### config.mk
export PLATFORM = sky130hd
export DESIGN_NAME = pipe_hazard_ctrl
export DESIGN_NICKNAME = d
export VERILOG_FILES = /design/src/rtl/pipe_hazard_ctrl.sv
export SDC_FILE = /design/constraint.sdc
export NUM_CORES = 1
export LEC_CHECK = 0
export BUFFER_PORTS_ARGS = -buffer_cell sky130_fd_sc_hd__buf_2
export CAP_MARGIN = 30
export CORE_UTILIZATION = 46
export CTS_CLUSTER_SIZE = 12
export DETAILED_ROUTE_END_ITERATION = 10
export PLACE_DENSITY = 0.78
export SYNTH_ARGS = -nofsm -noshare
export SYNTH_HDL_FRONTEND = slang
export SYNTH_SLANG_ARGS = --single-unit
export TNS_END_PERCENT = 1
### constraint.sdc
create_clock -name clk -period 1.7 [get_ports clk]
set_input_delay 0 -clock clk [delete_from_list [all_inputs] [get_ports clk]]
set_output_delay 0 -clock clk [all_outputs]
set_load 0.03 [all_outputs]
### src/rtl/pipe_hazard_ctrl.sv
// Hazard and sequencing controller for the 5-stage pipeline: load-use stalls,
// taken-branch squashes, data-memory wait freeze with watchdog, and perf counters.
module pipe_hazard_ctrl #(
   parameter int unsigned REG_W    = 5,
   parameter int unsigned ZERO_REG = 31,
   parameter int unsigned MAX_WAIT = 15,
   parameter int unsigned CNT_W    = 16
) (
   input  logic             clk,
   input  logic             reset,
   input  logic [REG_W-1:0] id_rn,
   input  logic [REG_W-1:0] id_rm,
   input  logic             id_uses_rn,
   input  logic             id_uses_rm,
   input  logic             ex_memread,
   input  logic [REG_W-1:0] ex_rd,
   input  logic             mem_branch,
   input  logic             dmem_busy,
   output logic             pc_write,
   output logic             ifid_write,
   output logic             ifid_flush,
   output logic             idex_write,
   output logic             idex_bubble,
   output logic             exmem_write,
   output logic             exmem_flush,
   output logic             memwb_bubble,
   output logic [1:0]       ctrl_state,
   output logic             fault,
   output logic [CNT_W-1:0] stall_cnt,
   output logic [CNT_W-1:0] flush_cnt
);

   localparam int unsigned WAIT_W = $clog2(MAX_WAIT + 1);

   typedef enum logic [1:0] {
      ST_RUN   = 2'd0,
      ST_WAIT  = 2'd1,
      ST_FAULT = 2'd2
   } state_t;

   state_t              state, state_nx;
   logic [WAIT_W-1:0]   wait_cnt, wait_nx;
   logic                id_v, ex_v, mem_v;
   logic                ldu_c, br_c, freeze_c, decode_c, br_take_c;

   // Valid-qualified hazard decode
   assign ldu_c = ex_v & id_v & ex_memread & (ex_rd != REG_W'(ZERO_REG)) &
                  ((id_uses_rn & (id_rn == ex_rd)) | (id_uses_rm & (id_rm == ex_rd)));
   assign br_c  = mem_v & mem_branch;

   assign ctrl_state = state;

   // Next-state and pipeline control; priority FAULT > busy > branch > load-use
   always_comb begin
      state_nx     = state;
      wait_nx      = wait_cnt;
      freeze_c     = 1'b0;
      decode_c     = 1'b0;
      br_take_c    = 1'b0;
      pc_write     = 1'b1;
      ifid_write   = 1'b1;
      idex_write   = 1'b1;
      exmem_write  = 1'b1;
      ifid_flush   = 1'b0;
      idex_bubble  = 1'b0;
      exmem_flush  = 1'b0;
      memwb_bubble = 1'b0;

      if (reset) begin
         ifid_flush   = 1'b1;
         idex_bubble  = 1'b1;
         exmem_flush  = 1'b1;
         memwb_bubble = 1'b1;
      end else begin
         unique case (state)
            ST_RUN: begin
               if (dmem_busy) begin
                  freeze_c = 1'b1;
                  state_nx = ST_WAIT;
                  wait_nx  = WAIT_W'(1);
               end else begin
                  decode_c = 1'b1;
               end
            end
            ST_WAIT: begin
               if (dmem_busy) begin
                  freeze_c = 1'b1;
                  wait_nx  = wait_cnt + WAIT_W'(1);
                  if (wait_nx == WAIT_W'(MAX_WAIT)) state_nx = ST_FAULT;
               end else begin
                  decode_c = 1'b1;
                  state_nx = ST_RUN;
                  wait_nx  = '0;
               end
            end
            ST_FAULT: freeze_c = 1'b1;
            default:  state_nx = ST_RUN;
         endcase

         if (freeze_c) begin
            pc_write     = 1'b0;
            ifid_write   = 1'b0;
            idex_write   = 1'b0;
            exmem_write  = 1'b0;
            memwb_bubble = 1'b1;
         end else if (decode_c) begin
            if (br_c) begin
               br_take_c   = 1'b1;
               ifid_flush  = 1'b1;
               idex_bubble = 1'b1;
               exmem_flush = 1'b1;
            end else if (ldu_c) begin
               pc_write    = 1'b0;
               ifid_write  = 1'b0;
               idex_bubble = 1'b1;
            end
         end
      end
   end

   // State, valid bits, watchdog and saturating counters
   always_ff @(posedge clk) begin
      if (reset) begin
         state     <= ST_RUN;
         wait_cnt  <= '0;
         id_v      <= 1'b0;
         ex_v      <= 1'b0;
         mem_v     <= 1'b0;
         fault     <= 1'b0;
         stall_cnt <= '0;
         flush_cnt <= '0;
      end else begin
         state    <= state_nx;
         wait_cnt <= wait_nx;
         id_v     <= ifid_flush  ? 1'b0 : (ifid_write  ? 1'b1 : id_v);
         ex_v     <= idex_bubble ? 1'b0 : (idex_write  ? id_v : ex_v);
         mem_v    <= exmem_flush ? 1'b0 : (exmem_write ? ex_v : mem_v);
         fault    <= fault | (state_nx == ST_FAULT);
         if (!pc_write && (stall_cnt != '1)) stall_cnt <= stall_cnt + CNT_W'(1);
         if (br_take_c && (flush_cnt != '1)) flush_cnt <= flush_cnt + CNT_W'(1);
      end
   end

endmodule

==> Word-level counts from Yosys, hierarchy flattened <==
Cells that the tools add are included.
{ "word_totals": {"reg_bits": 42, "inputBits": 22, "output_inout_bits": 43, "wordCells": 72} }
{ "op_classes": {"add_sub_neg": 3, "n_eq_ne": 10, "mux": 33, "bitwise_logic": 9, "reduce_logical": 9} }
{ "op_table": {"columns": ["operator", "n"], "rows": [
  ["$add A16 B1 Y16 const B", 2],
  ["$ne A16 B16 Y1 const B", 2],
  ["$mux W1", 24],
  ["$eq A5 B5 Y1", 2],
  ["$mux W2", 4],
  ["$mux W4", 2],
  ["$pmux W4 S2", 1],
  ["$and A1 B1 Y1", 7],
  ["$pmux W2 S3", 1],
  ["$reduce_or A2 Y1", 3],
  ["$ne A5 B5 Y1 const B", 1],
  ["$add A4 B1 Y4 const B", 1],
  ["$eq A2 B2 Y1 const B", 2],
  ["$eq A4 B4 Y1 const B", 1],
  ["$eq A2 B1 Y1 const B", 1],
  ["$logic_and A1 B1 Y1", 2],
  ["$logic_not A2 Y1", 1],
  ["$ne A2 B2 Y1 const B", 1],
  ["$or A1 B1 Y1", 2],
  ["$pmux W1 S2", 1],
  ["$reduce_and A2 Y1", 1],
  ["$reduce_bool A2 Y1", 1],
  ["$logic_not A1 Y1", 1]
]} }

==> Logic depth before layout (Yosys ltp) <==
Gate-level depths: netlist of run 1.
{ "logic_depth": {"word_depth": 11, "ltp_mapped": 8, "ltp_nobuf": 7} }

==> Least setup slack after synthesis of run 1 <==
No wires, ideal clock.
{ "synth_timing": {"kind": "register to register", "startpoint": "reg stall_cnt[3]", "endpoint": "reg stall_cnt[10]", "setup_ps": 121, "arrival_ps": 1923, "required_time_ps": 1579, "path_slack_ps": -344, "stages_incl_launch_ff": 9, "path_buffers": 2, "synth_period_minus_slack_ps": 2044, "path_cell_list": "dfxtp_1 and3_1 and3_1 buf_4 nand3_4 nor3_4 buf_6 nor3_1 mux2_4"} }
{ "synth_via": {"elab_chain_len": 2, "word_cells_on_any_way": 3, "cone_classes": "add/sub: 1; eq/ne: 1; reduce/logical: 1"} }
{ "synth_rtl": {"columns": ["element", "line_no", "text"], "rows": [
  ["from (decl)", "29", "output logic [CNT_W-1:0] stall_cnt,"],
  ["from (signal assigned)", "139", "if (!pc_write && (stall_cnt != '1)) stall_cnt <= stall_cnt + CNT_W'(1);"],
  ["parallel branches: the longest is 2 deep, another holds $add A16 B1 Y16", null, null]
]} }
Parallel ways; which one is timed is not known.
A chain may end at the register's enable or synchronous reset.

==> Final worst setup path of run 1 <==
{ "layout_timing": {"startpoint": "reg state[1] (netlist: ctrl_state[1])", "endpoint": "reg flush_cnt[5]"} }
{ "layout_via": {"elab_chain_len": 8, "word_cells_on_any_way": 12, "cone_classes": "eq/ne: 2; mux: 7; reduce/logical: 3"} }
{ "layout_rtl": {"columns": ["element", "line_no", "text"], "rows": [
  ["from (decl)", "41", "state_t state, state_nx;"],
  ["from (signal assigned)", "133", "state <= state_nx;"],
  ["$eq A2 B1 Y1 / $logic_not A2 Y1 (equally long branches)", "75", "unique case (state)"],
  ["$reduce_or A2 Y1 (no line)", null, null],
  ["$mux W1", null, null],
  ["$mux W1", "69", "if (reset) begin"],
  ["$mux W1", "106", "end else if (decode_c) begin"],
  ["$mux W1 (*)", "100", "if (freeze_c) begin"],
  ["$mux W1 (*)", "69", null],
  ["$logic_and A1 B1 Y1 (*)", "140", "if (br_take_c && (flush_cnt != '1)) flush_cnt <= flush_cnt + CNT_W'(1);"],
  ["to (signal assigned)", "140", null],
  ["to (decl)", "30", "output logic [CNT_W-1:0] flush_cnt"]
]} }
Mark *: on every way between the ends. The rest lies on a longest branch, timed or not. The select of a mux whose other input is x is not followed.

==> metrics.yaml, run 1 <==
power_and_ir_drop:
  vdd_ir_drop_max_uv: 597.2
  p_per_area_mw_per_mm2: 573.9
  p_leak_nw: 1.454
yosys:
  synth_top_area_cell: "dfxtp_1"
  yosysWarnings: 0
  ys_ff_latch: 42
  yosysTopAreaCellShare: 0.3780
  synth_flop_cell: "dfxtp_1"
  yosysUniqueCellTypes: 46
  synth_edf_count: 0
  postSynth.asyncResetShare: 0
  synth_nets: 284
  syn_inst: 258
  mappedNetlistArea_sq_mm: 0.002225
  synth_area_per_cell_sq_um: 8.623
  ys_top_cells_by_area: "dfxtp_1 38%, xnor2_1 6.7%, nor2_1 5.1%"
  ys_seq_area_frac: 0.3780
critical_path:
  arrival_ps: 2070
  r2r_start: "ctrl_state[1]"
  cp_max_fo: 7
  worstPathRequired_ps: 1930
  startpoint: "ctrl_state[1]"
  startpoint_type: "flip-flop"
  critical_path_class: "flip-flop to flip-flop"
  crit_path_end_kind: "flip-flop"
floorplanning:
  dieArea_sq_mm: 0.005118
  die_h_microns: 71.54
  core-area_sq_mm: 0.004504
  start_util: 0.4939
  io_pins: 65
  num_rows: 24
  die_x_microns: 71.54
detailed_routing:
  wl_per_cell_microns: 14.41
  via_per_inst: 5.634
  drt_pass1_iterations: 4
  drt_wl_total_microns: 6095
  drcViolationCount: 0
  dr.first_iter.drc_count: 105
  antenna_left: 0
  num_vias: 2383
layout:
  final_common_cell: "buf_2"
  nNetsFinal: 396
  multi_input_area_sq_mm: 0.001448
  diodes: 0
  fillers: 329
  synthToLayoutAreaGrowth_pct: 49.27
  drive_gt1_frac: 0.4663
  seq_area_sq_um: 869.6
  final_util: 0.7372
  layout.cells.non_filler: 423
  final_cell_mix: "61 x buf_2, 49 x buf_4, 31 x dfxtp_1"
run_status:
  violations: "setup timing"
  status: "complete, but fails checks"
cts:
  clk_pin_slew_ps: 80
  clockBufferDepth: 2
  clk_latency_ps: 300
  numCtsBuffers: 5
  cts_root_buf: "clkbuf_8"
  htreeDepth: 2
  cts_tree: "done"
  clkSinkCount: 42
grt:
  grt_pass1_wl_microns: 9873
  grt_max_degree: 25
  antenna_found_initial: 0
  track_usage: 0.2474
  grt_overflow_total: 0
  first_global_vias: 2232
placement:
  place_ws_ps: -124.4
  place_congestion: 0.8710
  detailed_place_hpwl_microns: 3998
  placed_cells: 405
  port_buffers: 64
sta:
  fin_ws_ps: -142.3
  slew_headroom: 0.7765
  slew_violations: 0
  hold_violations: 0
  final.min_clock_period_ps: 1842
  max_freq_ghz: 0.5428
  clock_skew_ps: 5.930
  fin_tns_setup_ps: -1209
  setup_violations: 20
  rsz0062_at_grt: "yes"
  worst_pin_slew_ps: 335.3
  period_share: 1.084
job:
  drv_cap: 0
worst_hold_path:
  hp-class: "primary input to flip-flop"
  hp-start: "reset"
==> metrics by stage <==
stage	hold slack (ps)	power [W]	instance area, sq um
final	16.76	0.001906	3321
after floorplan	166.9	0.001134	2263
after CTS	1.681	0.001909	3224
after detailed placement	322.2	0.001210	2925
after global placement	317.3	0.001206	2925
after global routing	36.73	0.001983	3321
==> routing by layer <==
layer | track usage | vias up | wire (microns)
li1 | - | 1162 | -
met1 | 0.2886 | 1140 | 2580
met2 | 0.4339 | 67 | 3111
met3 | 0.05063 | 14 | 280
met4 | 0.1198 | 0 | 123
met5 | 0 | - | 0
==> cell families after synthesis <==
group,count (synthesis),synth area share
xor+xnor,24,0.09449
compound gates,43,0.1406
simple gates,117,0.2818
mux,6,0.02981
fa+ha+maj,4,0.02250
flops,42,0.3780
buf+inv,22,0.05287
==> state kept, by name, summed over array words and instances (netlist names) <==
name        flops
ctrl_state      2
ex_v            1
mem_v           1
flush_cnt      16
fault           1
id_v            1
stall_cnt      16
wait_cnt        4
==> layout make-up <==
class / count / area share
multi-input combinational: 194 / 0.4359
sequential: 42 / 0.2619
timing repair buffer: 120 / 0.2472
clock buffer: 7 / 0.02600
tap: 52 / 0.01959
inverter: 7 / 0.007913
clock inverter: 1 / 0.001507
==> path summary, 6_finish.rpt <==
kind	slack (ps)	to	depth (start not counted)
worst max-delay path	-140	flush_cnt[5]	6
worst min-delay path	20	stall_cnt[13]	2
worst max register to register	-140	flush_cnt[5]	6
worst min register to register	480	ex_v	2
==> power breakdown <==
part / switching [W] / internal, W / total, W
sequential: 0.0000102 / 0.000984 / 0.000994
clock: 0.000344 / 0.000328 / 0.000672
combinational: 0.000133 / 0.000106 / 0.000239
total: 0.000488 / 0.00142 / 0.00191
==> worst max-delay path: stages (launching register included) <==
cell	delay (ps)
dfxtp_4	350
buf_4	130
and4bb_2	320
nand2_2	80
a311o_2	420
or3_1	330
a21oi_1	140
==> repair_timing <==
action | CTS | global route
pin swaps | 24 | 2
setup endpoints to repair | 23 | 35
resized for setup | 32 | 21
hold buffers | 0 | 0
cloned | 1 | 0
buffers inserted | 9 | 0
==> Yosys cell counts, types with 3 or more instances <==
master / number
a21oi_1: 12
and3_1: 9
buf_2: 4
buf_4: 4
clkbuf_1: 5
dfxtp_1: 42
ha_1: 4
inv_1: 7
mux2i_1: 4
nand2_1: 21
nand3_1: 20
nand4_1: 8
nor2_1: 30
nor3_1: 7
o21ai_0: 5
o311ai_0: 5
o31ai_1: 6
o41ai_1: 3
or4_1: 6
xnor2_1: 17
xor2_1: 7
(Power assumes the default switching activity.)
==> run 2: changes to the inputs <==
Settings changed: CORE_MARGIN set to 8.
==> metrics.yaml, run 2 (same netlist as run 1, synthesis figures left out) <==
run_status:
  status: "complete, but fails checks"
  violations: "setup timing"
layout:
  nNetsFinal: 393  # -0.76%
  reg.largest.list: "flush_cnt x16, stall_cnt x16, wait_cnt x4"
  synthToLayoutAreaGrowth_pct: 45.73
  final_common_cell: "buf_2"
  drive_gt1_frac: 0.4457  # -0.02066
  fillers: 367  # +12%
  final_cell_mix: "62 x buf_2, 46 x buf_4, 30 x dfxtp_1"
  final_cell_area_sq_mm: 0.003242  # -2.4%
  diodes: 0  # unchanged
  final_util: 0.6909  # -0.04629
  multi_input_area_sq_mm: 0.001389  # -4.1%
  seq_area_sq_um: 870.8  # +0.14%
critical_path:
  startpoint: "ctrl_state[1]"
  cp_max_fo: 13  # +6
  worstPathRequired_ps: 1930  # about the same
  critPathMaxStageDelay_ps: 370  # -50 ps
  r2r_start: "ctrl_state[1]"
  cp_cell_sequence: "nor2_4, nand4_1, a31oi_4, a31oi_4, bufbuf_16, or3_1, a21oi_1"
  slowest_stage: "dfxtp_4"
  startpoint_type: "flip-flop"
  critical_path_class: "flip-flop to flip-flop"
  crit_path_end_kind: "flip-flop"
  path_buf_inv: 1  # unchanged
  cp_top_family: "simple AND/OR/NAND/NOR gates"
  cpMostUsedCell: "a31oi_4"
  arrival_ps: 2080  # about the same
sta:
  rsz0062_at_grt: "yes"
  worst_pin_slew_ps: 328.5  # -6.786 ps
  max_freq_ghz: 0.5422  # -0.11%
  setup_violations: 17  # -15%
  final.min_clock_period_ps: 1844  # +1.978 ps
  hold_violations: 0  # unchanged
  hold_slack_ps: 104.1  # +87.36 ps
  fin_ws_ps: -144.2  # -1.978 ps
  slew_headroom: 0.7782  # +0.001744
  period_share: 1.085  # +0.001164
  clock_skew_ps: 4.693  # -1.237 ps
  slew_violations: 0  # unchanged
power_and_ir_drop:
  vdd_ir_drop_max_uv: 487.8  # -18%
  p_leak_nw: 1.411  # -3.0%
  p_per_area_mw_per_mm2: 571.4  # -0.43%
  finalPower_w: 0.001852  # -2.8%
floorplanning:
  die_x_microns: 85.54  # +20%
  dieArea_sq_mm: 0.007317  # +43%
  core-area_sq_mm: 0.004692  # +4.2%
  num_rows: 25  # +4.2%
  start_util: 0.4741  # -0.01976
  die_h_microns: 85.54  # +20%
  io_pins: 65  # unchanged
worst_hold_path:
  hp-class: "primary input to flip-flop"
  hp-start: "dmem_busy"
detailed_routing:
  antenna_left: 0  # unchanged
  num_vias: 2297  # -3.6%
  drt_pass1_iterations: 4  # unchanged
  wl_per_cell_microns: 14.64  # +1.6%
  dr.first_iter.drc_count: 105  # unchanged
  via_per_inst: 5.443  # -3.4%
  drt_wl_total_microns: 6177  # +1.3%
  drcViolationCount: 0  # unchanged
cts:
  numCtsBuffers: 5  # unchanged
  clk_pin_slew_ps: 70  # about the same
  cts_tree: "done"
  clockBufferDepth: 2  # unchanged
  cts_root_buf: "clkbuf_8"
  clk_latency_ps: 290  # about the same
  clkSinkCount: 42  # unchanged
  htreeDepth: 2  # unchanged
placement:
  place_congestion: 0.8291  # -4.8%
  dpl_cell_area_sq_mm: 0.002950  # +0.86%
  port_buffers: 64  # unchanged
  place_ws_ps: -176.0  # -51.66 ps
  detailed_place_hpwl_microns: 4475  # +12%
grt:
  grt_pass1_wl_microns: 9949  # +0.77%
  grt_overflow_total: 0  # unchanged
  track_usage: 0.1657  # -0.08165
  antenna_found_initial: 0  # unchanged
  first_global_vias: 2276  # +2.0%
  grt_max_degree: 23  # -8.0%
job:
  drv_cap: 0  # unchanged
-- run 2: cell types whose count changed in the layout (fill, tap and decap cells not counted), moves of 2 or more --
cell,delta
o311ai_4,-2
buf_6,-2
clkbuf_1,+2
o31ai_1,+3
buf_4,-3
o31ai_2,-2
-- run 2: final cells by class --
cell class                      count  area share
Tap cell                           54     0.02084
Inverter                            7    0.008105
Sequential cell                    42      0.2686
Multi-Input combinational cell    194      0.4284
Clock buffer                        8     0.02470
Timing Repair Buffer              117      0.2493
-- run 2: worst register-to-register path, delay by kind of cell, from the launching register on --
| kind | cells | cell delay (ps) |
|---|---|---|
| compound gates | 3 | 520 |
| buf+inv | 1 | 320 |
| simple gates | 3 | 580 |
| flops | 1 | 370 |
-- run 2: power breakdown --
part	switching (W)	internal, W
Combinational	0.000133	0.000111
Clock	0.000323	0.000292
Sequential	0.00000824	0.000984
-- run 2: final timing paths --
path,end,slack [ps],cells after the start
setup / recovery,stall_cnt[0],-140,7
hold / removal,wait_cnt[3],100,3
setup reg to reg,stall_cnt[0],-140,7
hold reg to reg,fault,480,2
-- run 2: through the flow --
step	instances	TNS (ps)
floorplan	258	-1418
global placement	410	-238.1
detailed placement	410	-1519
CTS	421	-966.9
global route	422	-2679
finish	422	-1318
-- run 2: timing repair --
item                                    4_1_cts  5_1_grt
cloned                                        2        0
gates resized for setup                      22       14
hold buffers                                  1        0
endpoints found under the hold margin         3        0
pin swaps                                    15        3
setup buffers                                 0        1
endpoints found under the setup margin       20       30
-- run 2: metal layers --
metal,global-route usage,vias up,share of wire
met2,0.3075,55,0.53
met4,0.06369,0,0.012
met1,0.1712,1083,0.41
met5,0,-,0
li1,-,1151,-
met3,0.04680,8,0.051
==> run 3: changes to the inputs <==
Settings changed: CORE_UTILIZATION 46 to 52, PLACE_DENSITY 0.78 to 0.83.
Clock period 1.7 ns to 2.2 ns, I/O delays scaled along.
==> metrics.yaml, run 3 (same netlist as run 1, synthesis figures left out) <==
layout:
  final_cell_area_sq_mm: 0.002679  # -17%
  synthToLayoutAreaGrowth_pct: 20.42
  layout.cells.non_filler: 372  # -12%
  diodes: 0  # unchanged
  nNetsFinal: 347  # -12%
  reg.largest.list: "flush_cnt x16, stall_cnt x16, wait_cnt x4"
  drive_gt1_frac: 0.2826  # -0.1630
  final_util: 0.6602  # -0.03074
  final_cell_mix: "64 x buf_2, 42 x dfxtp_1, 30 x nor2_1"
  final_common_cell: "buf_2"
critical_path:
  rr_endpoint: "stall_cnt[10]"
  worstPathRequired_ps: 2380  # +450 ps
  r2r_setup_slack_ps: 190  # +330 ps
  r2r_cells: 7  # unchanged
  arrival_ps: 2190  # +110 ps
  cp_max_fo: 26  # +13
  r2r_start: "stall_cnt[3]"
  crit_path_end_kind: "flip-flop"
  critical_path_class: "flip-flop to flip-flop"
  startpoint_type: "flip-flop"
floorplanning:
  num_rows: 23  # -8.0%
  start_util: 0.5483  # +0.07412
  die_h_microns: 81.41  # -4.8%
  dieArea_sq_mm: 0.006627  # -9.4%
  io_pins: 65  # unchanged
  die_x_microns: 81.41  # -4.8%
  core-area_sq_mm: 0.004058  # -14%
sta:
  final.min_clock_period_ps: 2011  # +166.9 ps
  fin_tns_setup_ps: 0  # +1318 ps
  period_share: 0.9141  # -0.1707
  max_freq_ghz: 0.4972  # -8.3%
  clock_skew_ps: 4.093  # -0.5997 ps
  slew_headroom: 0.6722  # -0.1060
  hold_violations: 0  # unchanged
  slew_violations: 0  # unchanged
  rsz0062_at_grt: "no"
  worst_pin_slew_ps: 490.2  # +161.6 ps
  setup_violations: 0  # -17
cts:
  htreeDepth: 2  # unchanged
  cts_root_buf: "clkbuf_8"
  cts_setup_buffers: 0  # unchanged
  cts_tree: "done"
  clockBufferDepth: 2  # unchanged
  clkSinkCount: 42  # unchanged
  clk_pin_slew_ps: 80  # about the same
  clk_latency_ps: 290  # about the same
  numCtsBuffers: 5  # unchanged
detailed_routing:
  drt_pass1_iterations: 5  # +1
  num_vias: 2106  # -8.3%
  antenna_left: 0  # unchanged
  drcViolationCount: 0  # unchanged
  wl_per_cell_microns: 15.05  # +2.8%
  drt_wl_total_microns: 5599  # -9.4%
  via_per_inst: 5.661  # +4.0%
  dr.first_iter.drc_count: 110  # +4.8%
job:
  drv_cap: 0  # unchanged
power_and_ir_drop:
  vdd_ir_drop_max_uv: 514.8  # +5.5%
  p_leak_nw: 1.130  # -20%
  finalPower_w: 0.001437  # -22%
  p_per_area_mw_per_mm2: 536.6  # -6.1%
grt:
  first_global_vias: 2005  # -12%
  grt_max_degree: 33  # +43%
  track_usage: 0.1662  # +0.0004811
  grt_overflow_total: 0  # unchanged
  antenna_found_initial: 0  # unchanged
  grt_pass1_wl_microns: 8914  # -10%
worst_hold_path:
  hp-start: "dmem_busy"
  worstHoldEndpoint: "wait_cnt[3]"
  hp-class: "primary input to flip-flop"
  whs_path_depth: 3  # unchanged
run_status:
  status: "finished, final reports clean"
placement:
  dpl_cell_area_sq_mm: 0.002574  # -13%
  placed_cells: 363  # -11%
  detailed_place_hpwl_microns: 4090  # -8.6%
  port_buffers: 64  # unchanged
  place_congestion: 0.8335  # +0.53%
## run 3: report_power, final
part | total [W] | internal (W) | switching [W]
sequential | 0.000777 | 0.000768 | 0.00000935
clock | 0.000520 | 0.000252 | 0.000268
combinational | 0.000140 | 0.0000543 | 0.0000859
## run 3: cell type report
class | instances | area (sq um)
Multi-Input combinational cell | 194 | 1266
Clock inverter | 2 | 12.51
Timing Repair Buffer | 71 | 387.9
Tap cell | 50 | 62.56
Inverter | 7 | 26.28
Fill cell | 352 | 1379
Sequential cell | 42 | 840.8
Clock buffer | 6 | 82.58
## run 3: worst max path at each step
| stage | from | end | slack [ps] | depth (start not counted) |
|---|---|---|---|---|
| final | stall_cnt[3] | stall_cnt[10] | 190 | 7 |
| after global routing | stall_cnt[3] | stall_cnt[10] | 80 | 7 |
| after CTS | stall_cnt[3] | stall_cnt[10] | 200 | 7 |
| after detailed placement | stall_cnt[3] | stall_cnt[10] | 220 | 7 |
| after global placement | stall_cnt[3] | stall_cnt[10] | 280 | 7 |
| after floorplan | stall_cnt[3] | stall_cnt[10] | 160 | 8 |
## run 3: worst max-delay path, stage by stage, from the launching register on
cell and delay [ps]:
dfxtp_1 390, and3_1 220, and3_1 310, nand3_4 120
nor3_4 180, buf_4 270, nor3_1 110, mux2_4 300
## run 3: repair_timing
action	in CTS	in global routing
hold buffers	1	0
resized for setup	0	0
hold endpoints to repair	3	0
## run 3: metal layers
| metal | GRT usage | up-vias | wire (microns) |
|---|---|---|---|
| met3 | 0.04525 | 5 | 383 |
| met4 | 0.06250 | 0 | 37 |
| met5 | 0 | - | 0 |
| met1 | 0.1876 | 982 | 2300 |
| met2 | 0.2904 | 63 | 2878 |
| li1 | - | 1056 | - |
## run 3: stage by stage
| stage | worst slack (ps) | hold WS, ps |
|---|---|---|
| finish | 188.9 | 76.85 |
| global route | 76.93 | 94.86 |
| CTS | 204.7 | 82.95 |
| detailed placement | 218.0 | 291.8 |
| global placement | 281.3 | 290.6 |
| floorplan | 155.7 | 166.9 |
